**config.mk**
```make
export PLATFORM = sky130hd
export DESIGN_NAME = ascii_uart_tx
export DESIGN_NICKNAME = d
export VERILOG_FILES = /design/src/rtl/ascii_uart_tx.sv
export SDC_FILE = /design/constraint.sdc
export NUM_CORES = 1
export LEC_CHECK = 0
export ABC_AREA = 1
export CAP_MARGIN = 20
export CORE_MARGIN = 2
export CORE_UTILIZATION = 30
export DETAILED_ROUTE_END_ITERATION = 6
export GPL_TIMING_DRIVEN = 0
export PLACE_DENSITY_LB_ADDON = 0.25
export SYNTH_ARGS = -nofsm -noshare
export SYNTH_HDL_FRONTEND = slang
export SYNTH_SLANG_ARGS = --single-unit
```
**constraint.sdc**
```tcl
create_clock -name clk -period 3.3 [get_ports clk]
set_clock_uncertainty 0.1 [all_clocks]
set_input_delay 0.66 -clock clk [delete_from_list [all_inputs] [get_ports clk]]
set_output_delay 0.66 -clock clk [all_outputs]
set_load 0.01 [all_outputs]
```
**src/rtl/ascii_uart_tx.sv**
```systemverilog
// Byte FIFO feeding an 8N1 UART transmitter for the ASCII text stream.
// Bytes arriving while the FIFO is full are dropped and latched in a sticky overflow flag.
module ascii_uart_tx #(
   parameter int CLKS_PER_BIT = 16,
   parameter int FIFO_DEPTH   = 4
) (
   input  logic                          clk,
   input  logic                          rst_n,
   input  logic                          ena,
   input  logic [7:0]                    in_data,
   input  logic                          in_valid,
   output logic                          in_ready,
   input  logic                          clr_ovf,
   output logic                          tx,
   output logic                          busy,
   output logic [$clog2(FIFO_DEPTH):0]   fifo_level,
   output logic                          overflow
);

   localparam int AW = $clog2(FIFO_DEPTH);
   localparam int LW = AW + 1;
   localparam int CW = (CLKS_PER_BIT > 1) ? $clog2(CLKS_PER_BIT) : 1;

   typedef enum logic [1:0] {IDLE, START, DATA, STOP} state_t;

   state_t          state_reg, state_next;
   logic [CW-1:0]   clk_cnt_reg, clk_cnt_next;
   logic [2:0]      bit_cnt_reg, bit_cnt_next;
   logic            tx_reg, tx_next;
   logic [7:0]      shift_reg;
   logic            pop, shift_en, bit_last;

   logic [7:0]      mem [FIFO_DEPTH];
   logic [AW-1:0]   wr_ptr_reg, rd_ptr_reg;
   logic [LW-1:0]   level_reg;
   logic            overflow_reg;
   logic            push, drop;

   // in_ready is held low during reset even though level_reg is already zero
   assign in_ready = rst_n && ena && (level_reg < LW'(FIFO_DEPTH));
   assign push     = in_valid && in_ready;
   assign drop     = ena && in_valid && !in_ready;
   assign bit_last = (clk_cnt_reg == CW'(CLKS_PER_BIT - 1));

   always_ff @(posedge clk or negedge rst_n) begin
      if (!rst_n) begin
         wr_ptr_reg   <= '0;
         rd_ptr_reg   <= '0;
         level_reg    <= '0;
         overflow_reg <= 1'b0;
      end else begin
         if (push)
            wr_ptr_reg <= wr_ptr_reg + AW'(1);
         if (pop)
            rd_ptr_reg <= rd_ptr_reg + AW'(1);
         case ({push, pop})
            2'b10:   level_reg <= level_reg + LW'(1);
            2'b01:   level_reg <= level_reg - LW'(1);
            default: level_reg <= level_reg;
         endcase
         if (drop)
            overflow_reg <= 1'b1;
         else if (clr_ovf)
            overflow_reg <= 1'b0;
      end
   end

   always_ff @(posedge clk) begin
      if (push)
         mem[wr_ptr_reg] <= in_data;
   end

   // Registered read of the FIFO head straight into the shift register
   always_ff @(posedge clk) begin
      if (pop)
         shift_reg <= mem[rd_ptr_reg];
      else if (shift_en)
         shift_reg <= {1'b0, shift_reg[7:1]};
   end

   always_ff @(posedge clk or negedge rst_n) begin
      if (!rst_n) begin
         state_reg   <= IDLE;
         clk_cnt_reg <= '0;
         bit_cnt_reg <= '0;
         tx_reg      <= 1'b1;
      end else begin
         state_reg   <= state_next;
         clk_cnt_reg <= clk_cnt_next;
         bit_cnt_reg <= bit_cnt_next;
         tx_reg      <= tx_next;
      end
   end

   always_comb begin
      state_next   = state_reg;
      clk_cnt_next = clk_cnt_reg;
      bit_cnt_next = bit_cnt_reg;
      tx_next      = tx_reg;
      pop          = 1'b0;
      shift_en     = 1'b0;
      case (state_reg)
         IDLE: begin
            tx_next      = 1'b1;
            clk_cnt_next = '0;
            if (level_reg != '0) begin
               pop        = 1'b1;
               state_next = START;
               tx_next    = 1'b0;
            end
         end
         START: begin
            tx_next = 1'b0;
            if (bit_last) begin
               clk_cnt_next = '0;
               bit_cnt_next = '0;
               state_next   = DATA;
               tx_next      = shift_reg[0];
            end else begin
               clk_cnt_next = clk_cnt_reg + CW'(1);
            end
         end
         DATA: begin
            if (bit_last) begin
               clk_cnt_next = '0;
               if (bit_cnt_reg == 3'd7) begin
                  state_next = STOP;
                  tx_next    = 1'b1;
               end else begin
                  bit_cnt_next = bit_cnt_reg + 3'd1;
                  shift_en     = 1'b1;
                  tx_next      = shift_reg[1];
               end
            end else begin
               clk_cnt_next = clk_cnt_reg + CW'(1);
            end
         end
         STOP: begin
            tx_next = 1'b1;
            if (bit_last) begin
               clk_cnt_next = '0;
               // Chain straight into the next frame when data is waiting
               if (level_reg != '0) begin
                  pop        = 1'b1;
                  state_next = START;
                  tx_next    = 1'b0;
               end else begin
                  state_next = IDLE;
               end
            end else begin
               clk_cnt_next = clk_cnt_reg + CW'(1);
            end
         end
         default: begin
            state_next = IDLE;
            tx_next    = 1'b1;
         end
      endcase
   end

   assign tx         = tx_reg;
   assign busy       = (state_reg != IDLE);
   assign fifo_level = level_reg;
   assign overflow   = overflow_reg;

endmodule

```
==> results.md, run 1 <==
- Adder-cell share of the synthesized area: 6.769%
- Complex-gate fraction of the synthesized area: 6.027%
- Clock buffer depth: 2
- Mux cell area share after synthesis: 0%
- Initial Util: approximately 31%
- Highest achievable clock rate: around 0.33 GHz
- Reg clk slew, reported paths: ~0.070 ns
- Gp weighted congestion: around 0.76
- Share of cells above drive strength 1: 10.40%
- Crit path cell chain: dlygate4sd2_1 -> nand2_1 -> nor2_1 -> clkdlybuf4s50_1
- Final Cycle Share: 93.10%
- Critical path arrival: about 2.3 ns
- Total die area: 9770 um2
- Gr ovfl total: 0
- Yosys top cell by area: edfxtp_1
- PortBufs: 19
- Largest register FFs: 32
- CP startpoint kind: primary input
- Max Transition Viols Final: 0
- Critical Path Fanout Max: 19
- Synth-to-Final Area Change: 20.21%
- Gr usage total: 10.42%
- # rows: 34
- Setup repair bufs after CTS: 0
- Worst hold path type: reg -> reg
- Post-Synth Simple-Gate Area: 18.64%
- Final hold vios: 0
- Mapped Cells: 262
- Slew margin rel.: around 41%
- Count of different cell masters after synthesis: 26
- Clock Tree Root: clkbuf_8
- Hold slack final: 0.3659 ns
- Final core utilization: 37.20%
- ANT cells: 0
- Post-DR wirelength/cell: between 10 and 15 um
- Slew at the pin with the worst max-slew slack: 0.8794 ns
- Buf+Inv Stages, Crit Path: 2
- Worst-Skew Late Latency: about 0.34 ns
- VDD IR max: 338.1 uV
- CP endpoint kind: output pin
- DR iter-0 viols: 52
- Leakage power total: 1.359 nW
- Largest family of logic cells by synthesized area: simple AND/OR/NAND/NOR gates
- Commonest non-fill, non-tap cell in the layout: nand2_1
- Final instance area: between 3000 and 4000 um2
- Outcome: finished, final reports clean
- Worst path top cell family by delay: buffers and inverters
- Post-DP HPWL: 3235 um
- Max Cap Viol: 0
- YS warnings: 0
- Syn Area/Cell: about 10 um2
- Vias in the first global route: 1611
- Antenna violations before repair: 0
- Final wirelength: 4687 um
- DR pass1 iterations: 4
- Via count: 1775
- DRC: 0
- H-tree lvl count: 3
- Die height: around 100 um
- Die Wd: 98.85 um
- Pin count of the biggest net entering global routing: 20
- CTS buffer count: 9
- Synth top area share: ~45%
- Syn_nets: 289
- CP max stage delay: 0.78 ns
- Synth area leaders: edfxtp_1 45%, dfrtp_1 16%, nand2_1 9.5%, ha_1 6.0%, o21ai_0 4.8%
- CP Class: in -> out
- Fin crit period: 3.072 ns
- Most frequent cells in the layout: 68 x nand2_1, 40 x edfxtp_1, 29 x inv_1
- Final setup TNS: 0 ns
- Post-layout nets: 320
- PwrDens: 875.1 nW/um2
- Final setup fails: 0
- Final Power: 2.839 mW
- Mapped Area: 2699 um2
- Synth Area in XOR/XNOR: under 10%
- CTS tree: yes
- #FFs+latches synth: 58
- Sequential share of the synthesized area: 61.24%
- Slowest library cell on the worst path: dlygate4sd2_1
- Critical path required time: 2.54 ns
- Clock tree sinks: 58
- DP Area: 3024 um2
- Vias per Instance: 4.372
- Core area: about 8700 um2
- RSZ-0062 raised after global routing: no
- Global-route wire length before repair: roughly 7900 um
- Antenna-violating nets left: 0
- Io pins: 20
==> cells in the mapped netlist, drive strengths merged <==
cell type / instances
buf: 4
nand4: 1
ha: 13
nor2: 23
nand3: 20
fa: 1
o21ai: 26
o22ai: 2
edfxtp: 40
dfstp: 1
dfrtp: 17
a21oi: 4
inv: 30
xnor2: 1
xor2: 4
nand2: 72
clkbuf: 3
==> layout make-up <==
cell class / instances / area, um2
Buffer: 7 / 41.29
Clock buffer: 9 / 123.9
Clock inverter: 7 / 92.59
Fill cell: 851 / 5477
Inverter: 30 / 112.6
Multi-Input combinational cell: 167 / 892.1
Sequential cell: 58 / 1653
Tap cell: 108 / 135.1
Timing Repair Buffer: 20 / 193.9
==> worst reg2reg max path: stages, from the launching register on <==
cell	delay [ns]
dfrtp_1	0.38
ha_1	0.22
nand2_2	0.08
nor2_4	0.10
nand3_2	0.11
nand2_4	0.13
nand2_4	0.06
buf_6	0.14
inv_1	0.05
ha_1	0.13
inv_1	0.06
fa_1	0.37
a21oi_1	0.15
o21ai_0	0.12
xor2_1	0.15
==> per-stage QoR <==
stage / setup slack (ns) / std cells
2_1_floorplan: 1.007 / 262
6_report: 0.2276 / 406
3_3_place_gp: -0.2203 / 389
4_1_cts: 0.1228 / 405
3_5_place_dp: -0.2434 / 389
5_1_grt: 0.01342 / 406
==> layer usage <==
metal | share of wire [%] | up-vias | routed length (um) | GRT usage, %
li1 | - | 921 | - | -
met1 | 50 | 816 | 2336 | 13.61
met2 | 44 | 30 | 2059 | 15.38
met3 | 4.1 | 8 | 190 | 3.688
met4 | 2.2 | 0 | 101 | 5.058
met5 | 0 | - | 0 | 0
==> kinds of logic after synthesis <==
logic type | after synthesis
and+or+nand+nor | 116
DFF | 58
buffers and inverters | 37
adders and majority gates | 14
xor gates and xnor gates | 5
AOI/OAI and AO/OA | 32
==> report_power, final <==
part / internal [mW] / total, mW / switching (mW)
logic: 0.399 / 1.06 / 0.662
registers: 0.977 / 1.06 / 0.0818
clock network: 0.423 / 0.720 / 0.297
==> repair_timing <==
| item | in CTS | in global routing |
|---|---|---|
| endpoints found under the setup margin | 1 | 0 |
| hold buffers | 0 | 0 |
| resized for setup | 1 | 0 |
| endpoints found under the hold margin | 0 | 0 |
==> worst paths after layout <==
check | start | endpoint | slack (ns) | depth (start not counted)
max | rst_n | in_ready | 0.23 | 4
min | clk_cnt_reg[0] | clk_cnt_reg[0] | 0.37 | 1
max reg2reg | clk_cnt_reg[0] | fifo_level[2] | 0.82 | 14
min reg2reg | clk_cnt_reg[0] | clk_cnt_reg[0] | 0.37 | 1
max in group asynchronous | rst_n | wr_ptr_reg[1] | 2.11 | 1
min in group asynchronous | rst_n | clk_cnt_reg[2] | 0.44 | 1
Power figures use the tool's default switching activity.
==> run 2, diff against run 1 <==
--- a/config.mk
+++ b/config.mk
@@ -5,7 +5,6 @@
 export SDC_FILE = /design/constraint.sdc
 export NUM_CORES = 1
 export LEC_CHECK = 0
-export ABC_AREA = 1
 export CAP_MARGIN = 20
 export CORE_MARGIN = 2
 export CORE_UTILIZATION = 30
==> results.md, run 2 <==
- Setup repair bufs after CTS: 0 (unchanged)
- Post-DP HPWL: 2964 um (was 3235 um)
- Gp weighted congestion: 0.6781 (was 0.7632)
- Fin cells: 302 (was 406)
- Final hold vios: 0 (unchanged)
- Syn_nets: 189 (was 289)
- Critical path required time: 2.54 ns (about the same)
- Commonest non-fill, non-tap cell in the layout: edfxtp_1 (was nand2_1)
- Critical path arrival: 2.26 ns (was 2.31 ns)
- CP startpoint kind: primary input (unchanged)
- DR pass1 iterations: 4 (unchanged)
- Die Wd: 96.33 um (was 98.85 um)
- Synth-to-Final Area Change: 19.62% (was 20.21%)
- Total die area: 9279 um2 (was 9770 um2)
- RSZ-0062 raised after global routing: no (unchanged)
- # rows: 33 (was 34)
- Fin crit period: 3.016 ns (was 3.072 ns)
- Antenna-violating nets left: 0 (unchanged)
- CP endpoint kind: output pin (unchanged)
- DRC: 0 (unchanged)
- Final Cycle Share: 91.39% (was 93.10%)
- DR iter-0 viols: 77 (was 52)
- Post-synth top cells: 40 x edfxtp_1, 17 x dfrtp_1, 13 x ha_1 (was 68 x nand2_1, 40 x edfxtp_1, 29 x inv_1)
- VDD IR max: 350.2 uV (was 338.1 uV)
- Leakage power total: 1.163 nW (was 1.359 nW)
- Synth area leaders: edfxtp_1 47%, dfrtp_1 17%, mux4_2 7.0%, ha_1 6.4%, mux2_2 3.5% (was edfxtp_1 45%, dfrtp_1 16%, nand2_1 9.5%, ha_1 6.0%, o21ai_0 4.8%)
- Max Transition Viols Final: 0 (unchanged)
- YS warnings: 0 (unchanged)
- Final setup TNS: 0 ns (unchanged)
- Mapped Cells: 162 (was 262)
- Most frequent cell after synthesis: edfxtp_1 (was nand2_1)
- Final core utilization: 37.05% (was 37.20%)
- #FFs+latches synth: 58 (unchanged)
- Gr ovfl total: 0 (unchanged)
- Share of cells above drive strength 1: 21.32% (was 10.40%)
- Yosys top cell by area: edfxtp_1 (unchanged)
- Slew at the pin with the worst max-slew slack: 0.5439 ns (was 0.8794 ns)
- Count of different cell masters after synthesis: 38 (was 26)
- Post-layout nets: 219 (was 320)
- Final Power: 2.502 mW (was 2.839 mW)
- Die height: 96.33 um (was 98.85 um)
- Antenna violations before repair: 0 (unchanged)
- CTS tree: yes (unchanged)
- Final wirelength: 4336 um (was 4687 um)
- CTS buffer count: 9 (unchanged)
- Highest achievable clock rate: 0.3316 GHz (was 0.3255 GHz)
- Global-route wire length before repair: 7389 um (was 7859 um)
- Syn Area/Cell: 15.79 um2 (was 10.30 um2)
- Most frequent cells in the layout: 40 x edfxtp_1, 18 x clkdlybuf4s50_1, 17 x dfrtp_1 (was 68 x nand2_1, 40 x edfxtp_1, 29 x inv_1)
- Via count: 1397 (was 1775)
- Slew margin rel.: 63.74% (was 41.37%)
- Initial Util: 30.97% (was 30.95%)
- Clock tree sinks: 58 (unchanged)
- Cells after DPL: 286 (was 389)
- Mapped Area: 2557 um2 (was 2699 um2)
- Outcome: finished, final reports clean (unchanged)
- Final setup fails: 0 (unchanged)
- Hold slack final: 0.2876 ns (was 0.3659 ns)
- Largest register FFs: 32 (unchanged)
- Vias per Instance: 4.626 (was 4.372)
- Reg clk slew, reported paths: 0.08 ns (was 0.07 ns)
- Synth top area share: 46.97% (was 44.51%)
- ANT cells: 0 (unchanged)
- PwrDens: 817.8 nW/um2 (was 875.1 nW/um2)
- Io pins: 20 (unchanged)
- Sequential share of the synthesized area: 64.63% (was 61.24%)
- Vias in the first global route: 1474 (was 1611)
- H-tree lvl count: 3 (unchanged)
- Pin count of the biggest net entering global routing: 20 (unchanged)
- Post-synth top flop: edfxtp_1 (unchanged)
- Worst-Skew Late Latency: 0.33 ns (was 0.34 ns)
- Clock buffer depth: 2 (unchanged)
- Ys async rst share: 31.03% (unchanged)
- Post-DR wirelength/cell: 14.36 um (was 11.54 um)
- Clock Tree Root: clkbuf_8 (unchanged)
- Core area: 8258 um2 (was 8721 um2)
- Worst hold path type: in -> async (was reg -> reg)
- Critical Path Fanout Max: 19 (unchanged)
- Max Cap Viol: 0 (unchanged)
- Gr usage total: 11.19% (was 10.42%)
- PortBufs: 19 (unchanged)
- CP Class: in -> out (unchanged)
- Post-synth EDFFs: 40 (unchanged)
-- run 2: changes by cell type in the layout (fill, tap and decap cells not counted), sizes merged, moves of 8 or more --
cell   delta
inv      -19
mux2      +8
mux4      +8
nand2    -64
nand3    -19
nor2     -18
o21ai    -21
-- run 2: worst paths after layout --
| kind | from | to | slack (ns) | cells past startpoint |
|---|---|---|---|---|
| max in group asynchronous | rst_n | tx | 2.45 | 1 |
| worst min-delay path | rst_n | state_reg[0] | 0.29 | 1 |
| worst max register to register | state_reg[0] | fifo_level[2] | 0.48 | 10 |
| worst min register to register | clk_cnt_reg[0] | clk_cnt_reg[0] | 0.41 | 1 |
| worst max-delay path | rst_n | in_ready | 0.28 | 4 |
| min in group clk | clk_cnt_reg[0] | clk_cnt_reg[0] | 0.41 | 1 |
-- run 2: cell type report --
cell class,count,area [um2]
Buffer,5,35.03
Clock inverter,7,55.05
Multi-Input combinational cell,88,828.3
Clock buffer,9,123.9
Sequential cell,58,1653
Timing Repair Buffer,19,191.4
Inverter,11,41.29
Fill cell,803,5199
Tap cell,105,131.4
-- run 2: cells by family after synthesis --
logic type / after synthesis / synth area share (%)
AO/OA/AOI/OAI: 22 / 6.459
flip-flops: 58 / 64.63
AND/OR/NAND/NOR: 28 / 5.431
adder cells (fa/ha/maj): 14 / 7.143
multiplexers: 17 / 10.96
buffers and inverters: 16 / 2.984
XOR/XNOR: 7 / 2.397
-- run 2: per-stage QoR --
step	instance area [um2]	setup slack (ns)
2_1_floorplan	2557	0.7896
3_3_place_gp	2879	-0.3490
3_5_place_dp	2879	-0.3921
4_1_cts	3059	0.2253
5_1_grt	3059	0.06636
6_report	3059	0.2841
-- run 2: layer usage --
layer	part of all wire (%)	global-route usage, %
met1	48	13.43
met4	2.1	5.986
met2	48	17.94
met3	1.6	3.524
met5	0	0
-- run 2: power breakdown --
part	switching, mW	total [mW]	internal (mW)	leakage (nW)
logic	0.410	0.856	0.447	0.492
registers	0.0986	1.06	0.965	0.585
clock network	0.305	0.582	0.277	0.0858
-- run 2: worst max-delay path: stages --
cell	delay, ns
clkdlybuf4s15_2	0.51
nand2_1	0.10
nor2_1	0.35
clkdlybuf4s50_1	0.62
-- run 2: timing repair --
| action | CTS | global route |
|---|---|---|
| setup endpoints to repair | 1 | 0 |
| hold endpoints to repair | 0 | 0 |
| resized for setup | 3 | 0 |
| hold buffers | 0 | 0 |
